`src/rtl/comb_monitor.sv`:
```
// Run-time checker for a 4-input combinational function with pass/fail counters, first-error capture
// and an optional mismatch log FIFO enabled by defining COMB_MONITOR_LOG_EN.
module comb_monitor #(
    parameter logic [15:0] TRUTH_TABLE = 16'hF888,
    parameter int          CNT_W       = 16,
    parameter int          LOG_DEPTH   = 4,
    parameter bit          STOP_ON_ERR = 1'b0
) (
    input  logic             clk,
    input  logic             rst,
    input  logic             start,
    input  logic             stop,
    input  logic             smp_valid,
    input  logic             a,
    input  logic             b,
    input  logic             c,
    input  logic             d,
    input  logic             y,
    output logic             busy,
    output logic             halted,
    output logic [CNT_W-1:0] pass_cnt,
    output logic [CNT_W-1:0] fail_cnt,
    output logic             err_flag,
    output logic [4:0]       first_err,
    output logic             log_valid,
    input  logic             log_ready,
    output logic [4:0]       log_data,
    output logic             log_overflow
);

    typedef enum logic [1:0] {ST_IDLE = 2'd0, ST_RUN = 2'd1, ST_HALT = 2'd2} state_t;

    localparam logic [CNT_W-1:0] CNT_ONE = CNT_W'(1'b1);
    localparam logic [CNT_W-1:0] CNT_MAX = {CNT_W{1'b1}};

    state_t           r_state;
    logic             r_busy;
    logic             r_halted;
    logic [CNT_W-1:0] r_pass_cnt;
    logic [CNT_W-1:0] r_fail_cnt;
    logic             r_err_flag;
    logic [4:0]       r_first_err;

    logic [3:0] w_idx;
    logic       w_exp;
    logic       w_match;
    logic       w_accept;
    logic       w_mismatch;

    assign w_idx      = {a, b, c, d};
    assign w_exp      = TRUTH_TABLE[w_idx];
    assign w_match    = (w_exp == y);
    // start has priority, so a sample arriving with start is never counted
    assign w_accept   = (r_state == ST_RUN) && smp_valid && !start;
    assign w_mismatch = w_accept && !w_match;

    // Control FSM; busy/halted are updated together with the state
    always_ff @(posedge clk) begin
        if (rst) begin
            r_state  <= ST_IDLE;
            r_busy   <= 1'b0;
            r_halted <= 1'b0;
        end else begin
            case (r_state)
                ST_IDLE: begin
                    if (start) begin
                        r_state  <= ST_RUN;
                        r_busy   <= 1'b1;
                        r_halted <= 1'b0;
                    end
                end
                ST_RUN: begin
                    if (start) begin
                        r_state  <= ST_RUN;
                        r_busy   <= 1'b1;
                        r_halted <= 1'b0;
                    end else if (STOP_ON_ERR && w_mismatch) begin
                        r_state  <= ST_HALT;
                        r_busy   <= 1'b0;
                        r_halted <= 1'b1;
                    end else if (stop) begin
                        r_state  <= ST_IDLE;
                        r_busy   <= 1'b0;
                        r_halted <= 1'b0;
                    end
                end
                ST_HALT: begin
                    if (start) begin
                        r_state  <= ST_RUN;
                        r_busy   <= 1'b1;
                        r_halted <= 1'b0;
                    end
                end
                default: begin
                    r_state  <= ST_IDLE;
                    r_busy   <= 1'b0;
                    r_halted <= 1'b0;
                end
            endcase
        end
    end

    // Saturating counters and first-error capture
    always_ff @(posedge clk) begin
        if (rst || start) begin
            r_pass_cnt  <= {CNT_W{1'b0}};
            r_fail_cnt  <= {CNT_W{1'b0}};
            r_err_flag  <= 1'b0;
            r_first_err <= 5'd0;
        end else if (w_accept) begin
            if (w_match) begin
                if (r_pass_cnt != CNT_MAX) begin
                    r_pass_cnt <= r_pass_cnt + CNT_ONE;
                end
            end else begin
                if (r_fail_cnt != CNT_MAX) begin
                    r_fail_cnt <= r_fail_cnt + CNT_ONE;
                end
                if (!r_err_flag) begin
                    r_err_flag  <= 1'b1;
                    r_first_err <= {w_idx, y};
                end
            end
        end
    end

    assign busy      = r_busy;
    assign halted    = r_halted;
    assign pass_cnt  = r_pass_cnt;
    assign fail_cnt  = r_fail_cnt;
    assign err_flag  = r_err_flag;
    assign first_err = r_first_err;

`ifdef COMB_MONITOR_LOG_EN
    localparam int PTR_W = $clog2(LOG_DEPTH);

    logic [4:0]       r_mem [LOG_DEPTH];
    logic [PTR_W-1:0] r_wr_ptr;
    logic [PTR_W-1:0] r_rd_ptr;
    logic [PTR_W:0]   r_count;
    logic             r_overflow;

    logic w_empty;
    logic w_full;
    logic w_pop;
    logic w_push;
    logic w_drop;

    assign w_empty = (r_count == (PTR_W+1)'(1'b0));
    assign w_full  = (r_count == (PTR_W+1)'(LOG_DEPTH));
    assign w_pop   = !w_empty && log_ready;
    // a pop frees the slot in the same cycle, so a full log still accepts the push
    assign w_push  = w_mismatch && (!w_full || w_pop);
    assign w_drop  = w_mismatch && w_full && !w_pop;

    // Log storage write port
    always_ff @(posedge clk) begin
        if (w_push) begin
            r_mem[r_wr_ptr] <= {w_idx, y};
        end
    end

    // Log pointers, occupancy and overflow flag
    always_ff @(posedge clk) begin
        if (rst || start) begin
            r_wr_ptr   <= {PTR_W{1'b0}};
            r_rd_ptr   <= {PTR_W{1'b0}};
            r_count    <= {(PTR_W+1){1'b0}};
            r_overflow <= 1'b0;
        end else begin
            if (w_push) begin
                r_wr_ptr <= r_wr_ptr + PTR_W'(1'b1);
            end
            if (w_pop) begin
                r_rd_ptr <= r_rd_ptr + PTR_W'(1'b1);
            end
            if (w_drop) begin
                r_overflow <= 1'b1;
            end
            case ({w_push, w_pop})
                2'b10:   r_count <= r_count + (PTR_W+1)'(1'b1);
                2'b01:   r_count <= r_count - (PTR_W+1)'(1'b1);
                default: r_count <= r_count;
            endcase
        end
    end

    assign log_valid    = !w_empty;
    assign log_data     = w_empty ? 5'd0 : r_mem[r_rd_ptr];
    assign log_overflow = r_overflow;
`else
    logic w_unused_log;
    assign w_unused_log = log_ready | (LOG_DEPTH < 2);
    assign log_valid    = 1'b0;
    assign log_data     = 5'd0;
    assign log_overflow = 1'b0;
`endif

endmodule
```
`config.mk`:
```
export PLATFORM = sky130hd
export DESIGN_NAME = comb_monitor
export DESIGN_NICKNAME = d
export VERILOG_FILES = /design/src/rtl/comb_monitor.sv
export SDC_FILE = /design/constraint.sdc
export NUM_CORES = 1
export LEC_CHECK = 0
export CAP_MARGIN = 10
export CORE_MARGIN = 2
export CORE_UTILIZATION = 40
export CTS_BUF_LIST = sky130_fd_sc_hd__clkbuf_8
export DETAILED_ROUTE_END_ITERATION = 10
export MAX_ROUTING_LAYER = met4
export PLACE_DENSITY = 0.69
export SLEW_MARGIN = 20
export SYNTH_ARGS = -nofsm -noshare
export SYNTH_HDL_FRONTEND = slang
export SYNTH_SLANG_ARGS = --single-unit
```
`constraint.sdc`:
```
create_clock -name clk -period 2.1 [get_ports clk]
set_clock_uncertainty 0.15 [all_clocks]
set_input_delay 0.525 -clock clk [delete_from_list [all_inputs] [get_ports clk]]
set_output_delay 0.525 -clock clk [all_outputs]
set_load 0.05 [all_outputs]
```
==> run metrics, run 1 <==
vias in the first global route 1614; Crit Path Class in2reg; leak pwr 0.00102 uW; # diodes 0; post-synthesis sequential area ratio 0.396; total core area 4720 sq um; die height 74.2 microns; Port Buffers 48; DR vias/cell 5.08; Top Metal Used met4; Worst EP required 2.13 ns; Cell Area, Synth 1970 sq um; Peak Freq 0.507 GHz; status finished clean; Layout area overhead 33.9%; R2R depth 5; highest-count cells in the layout ignoring fill and taps buf_4 (62), dfxtp_1 (30), nor2_1 (27); Startpoint Class primary input; RSZ-0062 raised after global routing false; setup_tns 0 ns; Worst EP arrival 2.00 ns; Top-Level Pins 58; Worst R2R Setup Slack 0.23 ns; synth unique cells 41; fin crit period 1.97 ns; Starting Density 0.417; Peak VDD IR 0.262 mV; Final Hold Vio Count 0; first-pass GRT wire length 7360 microns; drt initial violations 105; Clock Sinks 39; Routability Congestion 0.883; Hold Crit Class reg2reg; die footprint 5500 sq um; yosys warns 0; clk root buf clkbuf_8; FP Rows 25; met2 WL 2090 microns; syn avg cell area 8.68 sq um; initial antenna violation count 0; Mapped Cells 227; final setup fails 0; WL final 4700 microns; CTS tree yes; M1 WL 2280 microns; Final HPWL DP 3340 microns; die width 74.2 microns; Wirelength per Cell 13.0 microns; crit path from c; Hold Startpoint first_err[3]; layout cells sized above 1 0.306; #FFs+latches synth 39; number of H-tree levels 2; met3 wire len 254 microns; critical path capture point type register; Max clock buf depth 2; Reg clk slew, reported paths 0.07 ns; Clock Latency Late Sink 0.29 ns; hold depth 2; DRC viols 0; total number of vias 1835; asr flop ratio synth 0; layout net count 306; max-slew violation count 0; most common cell after layout, fill and taps aside buf_4; cts bufs inserted 5; worst-path maximum fanout 3; Pwr Density 505 nW/um^2; largest net degree at the start of global routing 32; RR Startpoint fail_cnt[13]; Post-synth top flop dfxtp_1; total track usage 0.178; DRT antenna net count 0; fin crit share 0.939; Overall Power 1330 uW; number of synthesized flops with an enable pin 0; 1st-pass router iterations 4; # Max-Cap Violations 0; remaining global-route overflow 0; cts hold-fix bufs 0
## critical path, cell delays in order
cell and delay (ns):
dlygate4sd2_1 0.24, a22o_1 0.29, mux2i_1 0.15, buf_4 0.16, nor4bb_4 0.31, buf_4 0.17, xnor2_1 0.10, nor2_1 0.05
## cells in the mapped netlist, types with 6 or more instances
master    count  area (sq um)
a211oi_1      8          60.1
nand2_1      18          67.6
xnor2_1      17           149
clkbuf_1      6          22.5
nand3_1      13          65.1
nor2_1       27           101
a21oi_1       9          45.0
o21ai_0       9          45.0
nor3_1        6          30.0
buf_4         8          60.1
nand4_1       8          50.1
dfxtp_1      39           781
## power by group
group | leakage (uW) | switching (uW) | internal (uW)
logic | 0.000650 | 74.3 | 32.9
registers | 0.000319 | 2.42 | 741
clock network | 0.0000505 | 257 | 223
## kinds of logic (layout without fill, tap and decap cells)
kind of cell,count (synthesis),in the layout,synth area share
adders and majority gates,2,2,0.0127
other,1,8,0.00190
AOI/OAI and AO/OA,42,42,0.142
DFF,39,39,0.396
xor gates and xnor gates,18,18,0.0801
and+or+nand+nor,100,100,0.286
buffers and inverters,23,83,0.0686
muxes,2,2,0.0121
## state kept, by name (all words and copies together), names as in the netlist
register and cells:
fail_cnt 16, busy 1, err_flag 1, pass_cnt 16, first_err 5
## final cells by class
cell class | instances | area [sq um]
tap | 67 | 83.8
sequential | 39 | 792
clock buffer | 5 | 68.8
clock inverter | 3 | 12.5
fill | 476 | 2090
multi-input combinational | 172 | 1120
inverter | 4 | 15.0
timing repair buffer | 71 | 547
## final timing paths
check	to
setup / recovery	pass_cnt[11]
hold / removal	first_err[3]
setup reg to reg	fail_cnt[5]
hold reg to reg	first_err[3]
## stage by stage
step / std cells / util / setup slack (ns) / hold slack [ns] / cell area (sq um)
floorplan: 234 / - / 0.00478 / 0.447 / 2010
global placement: 353 / 0.535 / -0.438 / 0.314 / 2530
detailed placement: 353 / 0.535 / -0.431 / 0.324 / 2530
CTS: 360 / 0.557 / 0.107 / 0.335 / 2630
global route: 361 / 0.558 / 0.0311 / 0.359 / 2640
finish: 361 / 0.558 / 0.128 / 0.331 / 2640
## metal layers
metal	up-vias	global-route usage
met2	48	0.258
met1	842	0.241
met5	-	-
met3	7	0.0420
li1	938	-
met4	0	0.0667
## repair_timing
action,4_1_cts,5_1_grt
resized for setup,14,0
setup endpoints to repair,19,1
pin swaps,3,3
setup buffers,0,1
Power figures use the tool's default switching activity.
==> run 2, diff against run 1 <==
ABC_CLOCK_PERIOD_IN_PS = 2100   (was unset)
CAP_MARGIN = unset   (was 10)
==> results of run 2 <==
No change in the layout: final DEF, timing and power equal those of run 1.
==> run 3, diff against run 2 <==
GPL_ROUTABILITY_DRIVEN = 0   (was unset)
==> results of run 3 <==
No change in the layout: final DEF, timing and power equal those of run 1.
